**config.mk**
```make
export PLATFORM = sky130hd
export DESIGN_NAME = lsu_mem_ctrl
export DESIGN_NICKNAME = d
export VERILOG_FILES = /design/src/rtl/lsu_mem_ctrl.sv
export SDC_FILE = /design/constraint.sdc
export NUM_CORES = 1
export LEC_CHECK = 0
export CAP_MARGIN = 40
export CORE_ASPECT_RATIO = 0.7
export CORE_MARGIN = 4
export CORE_UTILIZATION = 48
export CTS_CLUSTER_DIAMETER = 50
export CTS_CLUSTER_SIZE = 8
export DETAILED_ROUTE_END_ITERATION = 7
export PLACE_DENSITY = 0.83
export RECOVER_POWER = 25
export SKIP_CTS_REPAIR_TIMING = 1
export SLEW_MARGIN = 20
export SYNTH_ARGS = -nofsm -noshare
export SYNTH_HDL_FRONTEND = slang
export SYNTH_SLANG_ARGS = --single-unit
```
**constraint.sdc**
```tcl
create_clock -name clk -period 4.3 [get_ports clk]
set_input_delay 1.075 -clock clk [delete_from_list [all_inputs] [get_ports clk]]
set_output_delay 1.075 -clock clk [all_outputs]
set_load 0.03 [all_outputs]
```
**src/rtl/lsu_mem_ctrl.sv**
```systemverilog
// Load/store unit bridging EX/MEM to a req/ack data bus: lane steering, load extension, error flags.
// Define LSU_PERF_CNT_EN to add load/store/stall performance counters.
//
// state | meaning
// IDLE  | waiting for ex_valid; legal aligned ops are accepted, bad ops pulse err
// REQ   | mem_req held with stable address/data until mem_ack or timeout
// DONE  | result (or timeout error) presented for one cycle, pipeline released

module lsu_mem_ctrl #(
    parameter int unsigned TIMEOUT = 255,
    parameter int unsigned CNT_W   = 8
) (
    input  logic        clk,
    input  logic        rst,
    input  logic        ex_valid,
    input  logic        ex_we,
    input  logic [2:0]  ex_funct3,
    input  logic [31:0] ex_addr,
    input  logic [31:0] ex_wdata,
    output logic        stall,
    output logic        mem_req,
    output logic        mem_we,
    output logic [31:0] mem_addr,
    output logic [31:0] mem_wdata,
    output logic [3:0]  mem_wstrb,
    input  logic        mem_ack,
    input  logic [31:0] mem_rdata,
    output logic [31:0] dm_rd,
    output logic        dm_rd_valid,
    output logic        err,
    output logic [1:0]  err_code
`ifdef LSU_PERF_CNT_EN
    ,
    output logic [31:0] perf_loads,
    output logic [31:0] perf_stores,
    output logic [31:0] perf_stall
`endif
);

    typedef enum logic [1:0] {
        ST_IDLE = 2'd0,
        ST_REQ  = 2'd1,
        ST_DONE = 2'd2
    } state_t;

    localparam logic [CNT_W-1:0] CNT_LAST = CNT_W'(TIMEOUT - 1);

    state_t             state_q, state_d;
    logic [CNT_W-1:0]   cnt_q, cnt_d;
    logic               we_q, we_d;
    logic [2:0]         funct3_q, funct3_d;
    logic [31:0]        addr_q, addr_d;
    logic [31:0]        wdata_q, wdata_d;
    logic [3:0]         wstrb_q, wstrb_d;
    logic [31:0]        rd_q, rd_d;
    logic               rd_valid_q, rd_valid_d;
    logic               err_q, err_d;
    logic [1:0]         err_code_q, err_code_d;

    logic               op_legal;
    logic               op_misal;
    logic [31:0]        st_wdata;
    logic [3:0]         st_wstrb;
    logic [7:0]         ld_byte;
    logic [15:0]        ld_half;
    logic [31:0]        ld_ext;

    always_comb begin
        if (ex_we) begin
            op_legal = (ex_funct3 == 3'b000) || (ex_funct3 == 3'b001) || (ex_funct3 == 3'b010);
        end else begin
            op_legal = (ex_funct3 == 3'b000) || (ex_funct3 == 3'b001) || (ex_funct3 == 3'b010) ||
                       (ex_funct3 == 3'b100) || (ex_funct3 == 3'b101);
        end
        // funct3[1:0] encodes access size for every legal op: 00 byte, 01 half, 10 word
        op_misal = ((ex_funct3[1:0] == 2'b01) && ex_addr[0]) ||
                   ((ex_funct3[1:0] == 2'b10) && (ex_addr[1:0] != 2'b00));
    end

    always_comb begin
        st_wdata = ex_wdata;
        st_wstrb = 4'b1111;
        case (ex_funct3[1:0])
            2'b00: begin
                st_wdata = {4{ex_wdata[7:0]}};
                st_wstrb = 4'b0001 << ex_addr[1:0];
            end
            2'b01: begin
                st_wdata = {2{ex_wdata[15:0]}};
                st_wstrb = ex_addr[1] ? 4'b1100 : 4'b0011;
            end
            default: ;
        endcase
        if (!ex_we) begin
            st_wstrb = 4'b0000;
        end
    end

    always_comb begin
        ld_byte = mem_rdata[{addr_q[1:0], 3'b000} +: 8];
        ld_half = addr_q[1] ? mem_rdata[31:16] : mem_rdata[15:0];
        case (funct3_q)
            3'b000:  ld_ext = {{24{ld_byte[7]}}, ld_byte};
            3'b100:  ld_ext = {24'h000000, ld_byte};
            3'b001:  ld_ext = {{16{ld_half[15]}}, ld_half};
            3'b101:  ld_ext = {16'h0000, ld_half};
            default: ld_ext = mem_rdata;
        endcase
    end

    always_comb begin
        state_d    = state_q;
        cnt_d      = cnt_q;
        we_d       = we_q;
        funct3_d   = funct3_q;
        addr_d     = addr_q;
        wdata_d    = wdata_q;
        wstrb_d    = wstrb_q;
        rd_d       = rd_q;
        rd_valid_d = 1'b0;
        err_d      = 1'b0;
        err_code_d = 2'b00;
        stall      = 1'b0;
        case (state_q)
            ST_IDLE: begin
                if (ex_valid) begin
                    if (!op_legal) begin
                        err_d      = 1'b1;
                        err_code_d = 2'b10;
                    end else if (op_misal) begin
                        err_d      = 1'b1;
                        err_code_d = 2'b01;
                    end else begin
                        stall    = 1'b1;
                        we_d     = ex_we;
                        funct3_d = ex_funct3;
                        addr_d   = ex_addr;
                        wdata_d  = st_wdata;
                        wstrb_d  = st_wstrb;
                        cnt_d    = '0;
                        state_d  = ST_REQ;
                    end
                end
            end
            ST_REQ: begin
                stall = 1'b1;
                cnt_d = cnt_q + CNT_W'(1);
                // a late ack in the final timeout cycle still completes the access
                if (mem_ack) begin
                    if (!we_q) begin
                        rd_d       = ld_ext;
                        rd_valid_d = 1'b1;
                    end
                    state_d = ST_DONE;
                end else if ((TIMEOUT != 0) && (cnt_q == CNT_LAST)) begin
                    err_d      = 1'b1;
                    err_code_d = 2'b11;
                    state_d    = ST_DONE;
                end
            end
            ST_DONE: begin
                state_d = ST_IDLE;
            end
            default: begin
                state_d = ST_IDLE;
            end
        endcase
    end

    always_ff @(posedge clk) begin
        if (rst) begin
            state_q    <= ST_IDLE;
            cnt_q      <= '0;
            we_q       <= 1'b0;
            funct3_q   <= 3'b000;
            addr_q     <= 32'h0;
            wdata_q    <= 32'h0;
            wstrb_q    <= 4'b0000;
            rd_q       <= 32'h0;
            rd_valid_q <= 1'b0;
            err_q      <= 1'b0;
            err_code_q <= 2'b00;
        end else begin
            state_q    <= state_d;
            cnt_q      <= cnt_d;
            we_q       <= we_d;
            funct3_q   <= funct3_d;
            addr_q     <= addr_d;
            wdata_q    <= wdata_d;
            wstrb_q    <= wstrb_d;
            rd_q       <= rd_d;
            rd_valid_q <= rd_valid_d;
            err_q      <= err_d;
            err_code_q <= err_code_d;
        end
    end

    assign mem_req     = (state_q == ST_REQ);
    assign mem_we      = we_q;
    assign mem_addr    = {addr_q[31:2], 2'b00};
    assign mem_wdata   = wdata_q;
    assign mem_wstrb   = wstrb_q;
    assign dm_rd       = rd_q;
    assign dm_rd_valid = rd_valid_q;
    assign err         = err_q;
    assign err_code    = err_code_q;

`ifdef LSU_PERF_CNT_EN
    logic [31:0] perf_loads_q, perf_loads_d;
    logic [31:0] perf_stores_q, perf_stores_d;
    logic [31:0] perf_stall_q, perf_stall_d;

    always_comb begin
        perf_loads_d  = perf_loads_q;
        perf_stores_d = perf_stores_q;
        perf_stall_d  = perf_stall_q;
        if ((state_q == ST_REQ) && mem_ack) begin
            if (we_q) begin
                perf_stores_d = perf_stores_q + 32'd1;
            end else begin
                perf_loads_d = perf_loads_q + 32'd1;
            end
        end
        if (stall) begin
            perf_stall_d = perf_stall_q + 32'd1;
        end
    end

    always_ff @(posedge clk) begin
        if (rst) begin
            perf_loads_q  <= 32'h0;
            perf_stores_q <= 32'h0;
            perf_stall_q  <= 32'h0;
        end else begin
            perf_loads_q  <= perf_loads_d;
            perf_stores_q <= perf_stores_d;
            perf_stall_q  <= perf_stall_d;
        end
    end

    assign perf_loads  = perf_loads_q;
    assign perf_stores = perf_stores_q;
    assign perf_stall  = perf_stall_q;
`endif

endmodule

```
==> flow_summary_export.csv <==
group,metric,value,unit
setup_path,path_cells,"clkdlybuf4s50_1 -> a221oi_2 -> o21ai_1 -> nand2_1 -> buf_4",
setup_path,cp_slowest_cell,"clkdlybuf4s50_1",
synth,synthArstFlopShare,0,%
setup_path,path_delay_family,"compound AO/OA/AOI/OAI gates",
min_path,hp-start,"addr_q[15]$_SDFFE_PP0P_",
min_path,hold_path_class,"reg2reg",
routing,via_count,5593,
synth,syn_area,5590,µm²
synth,avgSynthCellArea,8.03,µm²
placed_design,dp_hpwl,12.5,mm
outcome,violations,"max-capacitance violations, max-slew violations",
setup_path,reg2reg_from,"funct3_q[0]$_SDFFE_PP0P_",
setup_path,r2r_setup_slack,1880,ps
setup_path,worstPathArrival,2770,ps
die,die_h,98.3,µm
synth,synth_edf_count,0,
min_path,hold_depth,2,
die,fp.dieArea,13500,µm²
setup_path,rr_endpoint,"dm_rd[11]$_SDFFE_PP0P_",
pwr,p_leak,3.03,nW
setup_path,slowest_delay,560,ps
setup_path,critPathMaxFanout,9,
timing,rsz0062_at_grt,"false",
run,drv_cap,1,
synth,ys_seq_elements,118,
routing,drt_first_pass_iters,7,
timing,fin_skew,6.28,ps
final_layout,insertedDiodeCount,0,
final_layout,drive_gt1_share,8.13,%
setup_path,start_kind,"input port",
die,std_cell_rows,32,
global_route,grt_first_pass_wirelength,27.6,mm
routing,drt_iter0_drc,419,
timing,clock.fmax,260,MHz
placed_design,portBuffers,208,
setup_path,rr_worst_depth,4,
routing,ant_nets,0,
timing,final.setup.tns,0,ps
die,fp.dieW,137,µm
routing,drc,0,
placed_design,routabilityCongestion,0.930,
synth,synthCells,697,
synth,synthAdderAreaFrac,0.447,%
setup_path,cp.required,3220,ps
pwr,power_density,390,nW/µm²
global_route,antenna_found_initial,0,
synth,synth_compound_area_share,22.2,%
pwr,vdd_drop_max,0.304,mV
timing,slew_headroom,-45.0,%
clocking,clock-root-buffer,"clkbuf_16",
synth,synthDistinctLibCells,51,
routing,via_per_inst,5.52,
routing,wirelength,17.6,mm
final_layout,area_growth,43.4,%
synth,synth.mux.area_fraction,5.70,%
timing,finalHoldViolCount,0,
clocking,clock-sinks,118,
clocking,clock_latency,400,ps
synth,synth_top_family_by_area,"compound AO/OA/AOI/OAI gates",
die,start_util,49.9,%
setup_path,critical_path_buf_inv_count,2,
clocking,ctsLongestPathBuffers,2,
global_route,grt_usage,25.7,%
synth,synth_top_flop_cell,"dfxtp_1",
setup_path,critPathKind,"in2out",
routing,avgRoutedWirePerCell,17.4,µm
synth,synthSimpleGateAreaFrac,19.3,%
timing,drv_slew,43,
setup_path,end_kind,"primary output",
global_route,grt-ovfl-total,0,
die,fp.coreArea,11200,µm²
timing,post-route-period-util,89.5,%
die,io_pins,211,
synth,ys_seq_area_share,42.2,%
synth,yosys.area_share.xor_xnor,0.157,%
min_path,holdPathEnd,"addr_q[15]$_SDFFE_PP0P_",
clocking,clk_pin_slew,50,ps
outcome,status,"finished, violations left",
final_layout,nets,954,
final_layout,final_util,71.5,%
clocking,cts_made_buffers,17,
global_route,grt_pass1_vias,5393,
synth,yosysWarningCount,0,
timing,worst_pin_slew,2170,ps
clocking,cts_tree,"done",
timing,fin_crit,3850,ps
clocking,h-tree-depth,4,
global_route,grt_start_max_net_pins,64,
timing,setup_viol,0,
[flip-flops by register name (all words and copies together), names as in the netlist, 2 cells and up]
register and cells:
addr_q 32, dm_rd 32, mem_wdata 32, cnt_q 8, mem_wstrb 4, funct3_q 3, err_code 2, state_q 2
[synthesized netlist by cell type (2+ instances only)]
| cell | instances | area, µm² |
|---|---|---|
| a211oi_2 | 8 | 100 |
| a21o_1 | 3 | 22.5 |
| a21oi_1 | 102 | 510 |
| a221oi_1 | 8 | 70.1 |
| a311oi_1 | 8 | 70.1 |
| a31oi_1 | 7 | 43.8 |
| and3_1 | 2 | 12.5 |
| and3b_1 | 2 | 17.5 |
| buf_1 | 2 | 7.51 |
| buf_2 | 8 | 40.0 |
| buf_4 | 38 | 285 |
| buf_6 | 7 | 78.8 |
| clkbuf_1 | 32 | 120 |
| dfxtp_1 | 118 | 2360 |
| ha_1 | 2 | 25.0 |
| inv_1 | 7 | 26.3 |
| mux2_2 | 7 | 78.8 |
| mux2i_1 | 24 | 240 |
| nand2_1 | 158 | 593 |
| nand2b_1 | 4 | 25.0 |
| nand3_1 | 13 | 65.1 |
| nand4_1 | 2 | 12.5 |
| nor2_1 | 40 | 150 |
| nor2b_1 | 2 | 12.5 |
| nor3_1 | 9 | 45.0 |
| nor3b_1 | 2 | 15.0 |
| o211ai_1 | 2 | 15.0 |
| o21ai_0 | 43 | 215 |
| o21ai_1 | 2 | 10.0 |
| o221a_2 | 6 | 67.6 |
| o31a_1 | 2 | 17.5 |
| or3_1 | 8 | 50.1 |
[report_power, final]
| group | internal, mW | leakage (nW) | switching (mW) |
|---|---|---|---|
| Combinational | 0.226 | 1.79 | 0.295 |
| Clock | 0.936 | 0.283 | 0.502 |
| Sequential | 1.14 | 0.959 | 0.0299 |
| Total | 2.30 | 3.03 | 0.827 |
[worst register-to-register path, delay by kind of cell, from the launching register on]
family | cells | cell delay (ps)
AO/OA/AOI/OAI | 3 | 920
flip-flops | 1 | 660
AND/OR/NAND/NOR | 1 | 580
[cell type report]
class	instances	area, µm²
fill	847	3190
multi-input combinational	486	2680
sequential	118	2360
timing repair buffer	218	2150
clock buffer	19	453
tap	153	191
clock inverter	13	155
inverter	7	26.3
[through the flow]
stage | power [mW] | instance area (µm²) | setup slack, ps | hold WS, ps | instances
finish | 3.13 | 8020 | 452 | 447 | 1014
detailed placement | 1.72 | 7410 | 524 | 445 | 981
CTS | 3.14 | 8020 | 495 | 452 | 1013
global placement | 1.70 | 7400 | 538 | 437 | 980
global route | 3.24 | 8020 | 343 | 472 | 1014
floorplan | 1.49 | 5600 | 1180 | 436 | 698
[layout by cell type (no fill, tap or decap), types with 9 or more instances in the layout]
cell	Yosys	final
nand3_1	13	13
mux2i_1	24	24
clkdlybuf4s50_1	0	165
buf_4	38	9
nor3_1	9	9
clkbuf_16	0	17
nand2_1	158	158
dlygate4sd3_1	0	41
a21oi_1	102	102
nor2_1	40	40
o21ai_0	43	43
dfxtp_1	118	118
[how the worst max path moves through the flow]
stage / startpoint / endpoint / depth (start not counted)
after floorplan: ex_funct3[0] / stall / 4
after global placement: ex_we / stall / 5
after detailed placement: ex_we / stall / 5
after CTS: ex_we / stall / 5
after global routing: ex_we / stall / 5
final: ex_we / stall / 5
[routing by layer]
| layer | track usage (%) | vias to the layer above | share of wire [%] |
|---|---|---|---|
| li1 | - | 2692 | - |
| met1 | 32.9 | 2603 | 42 |
| met2 | 40.0 | 262 | 46 |
| met3 | 9.58 | 36 | 9.3 |
| met4 | 8.90 | 0 | 2.5 |
| met5 | 0 | - | 0 |
[cells by family (layout without fill, tap and decap cells)]
| kind of cell | Yosys count | in the layout |
|---|---|---|
| DFF | 118 | 118 |
| xor gates and xnor gates | 1 | 1 |
| buffers and inverters | 94 | 257 |
| AOI/OAI and AO/OA | 201 | 201 |
| muxes | 31 | 31 |
| and+or+nand+nor | 249 | 249 |
| adders and majority gates | 2 | 2 |
| other | 1 | 2 |
Power figures use the tool's default switching activity.
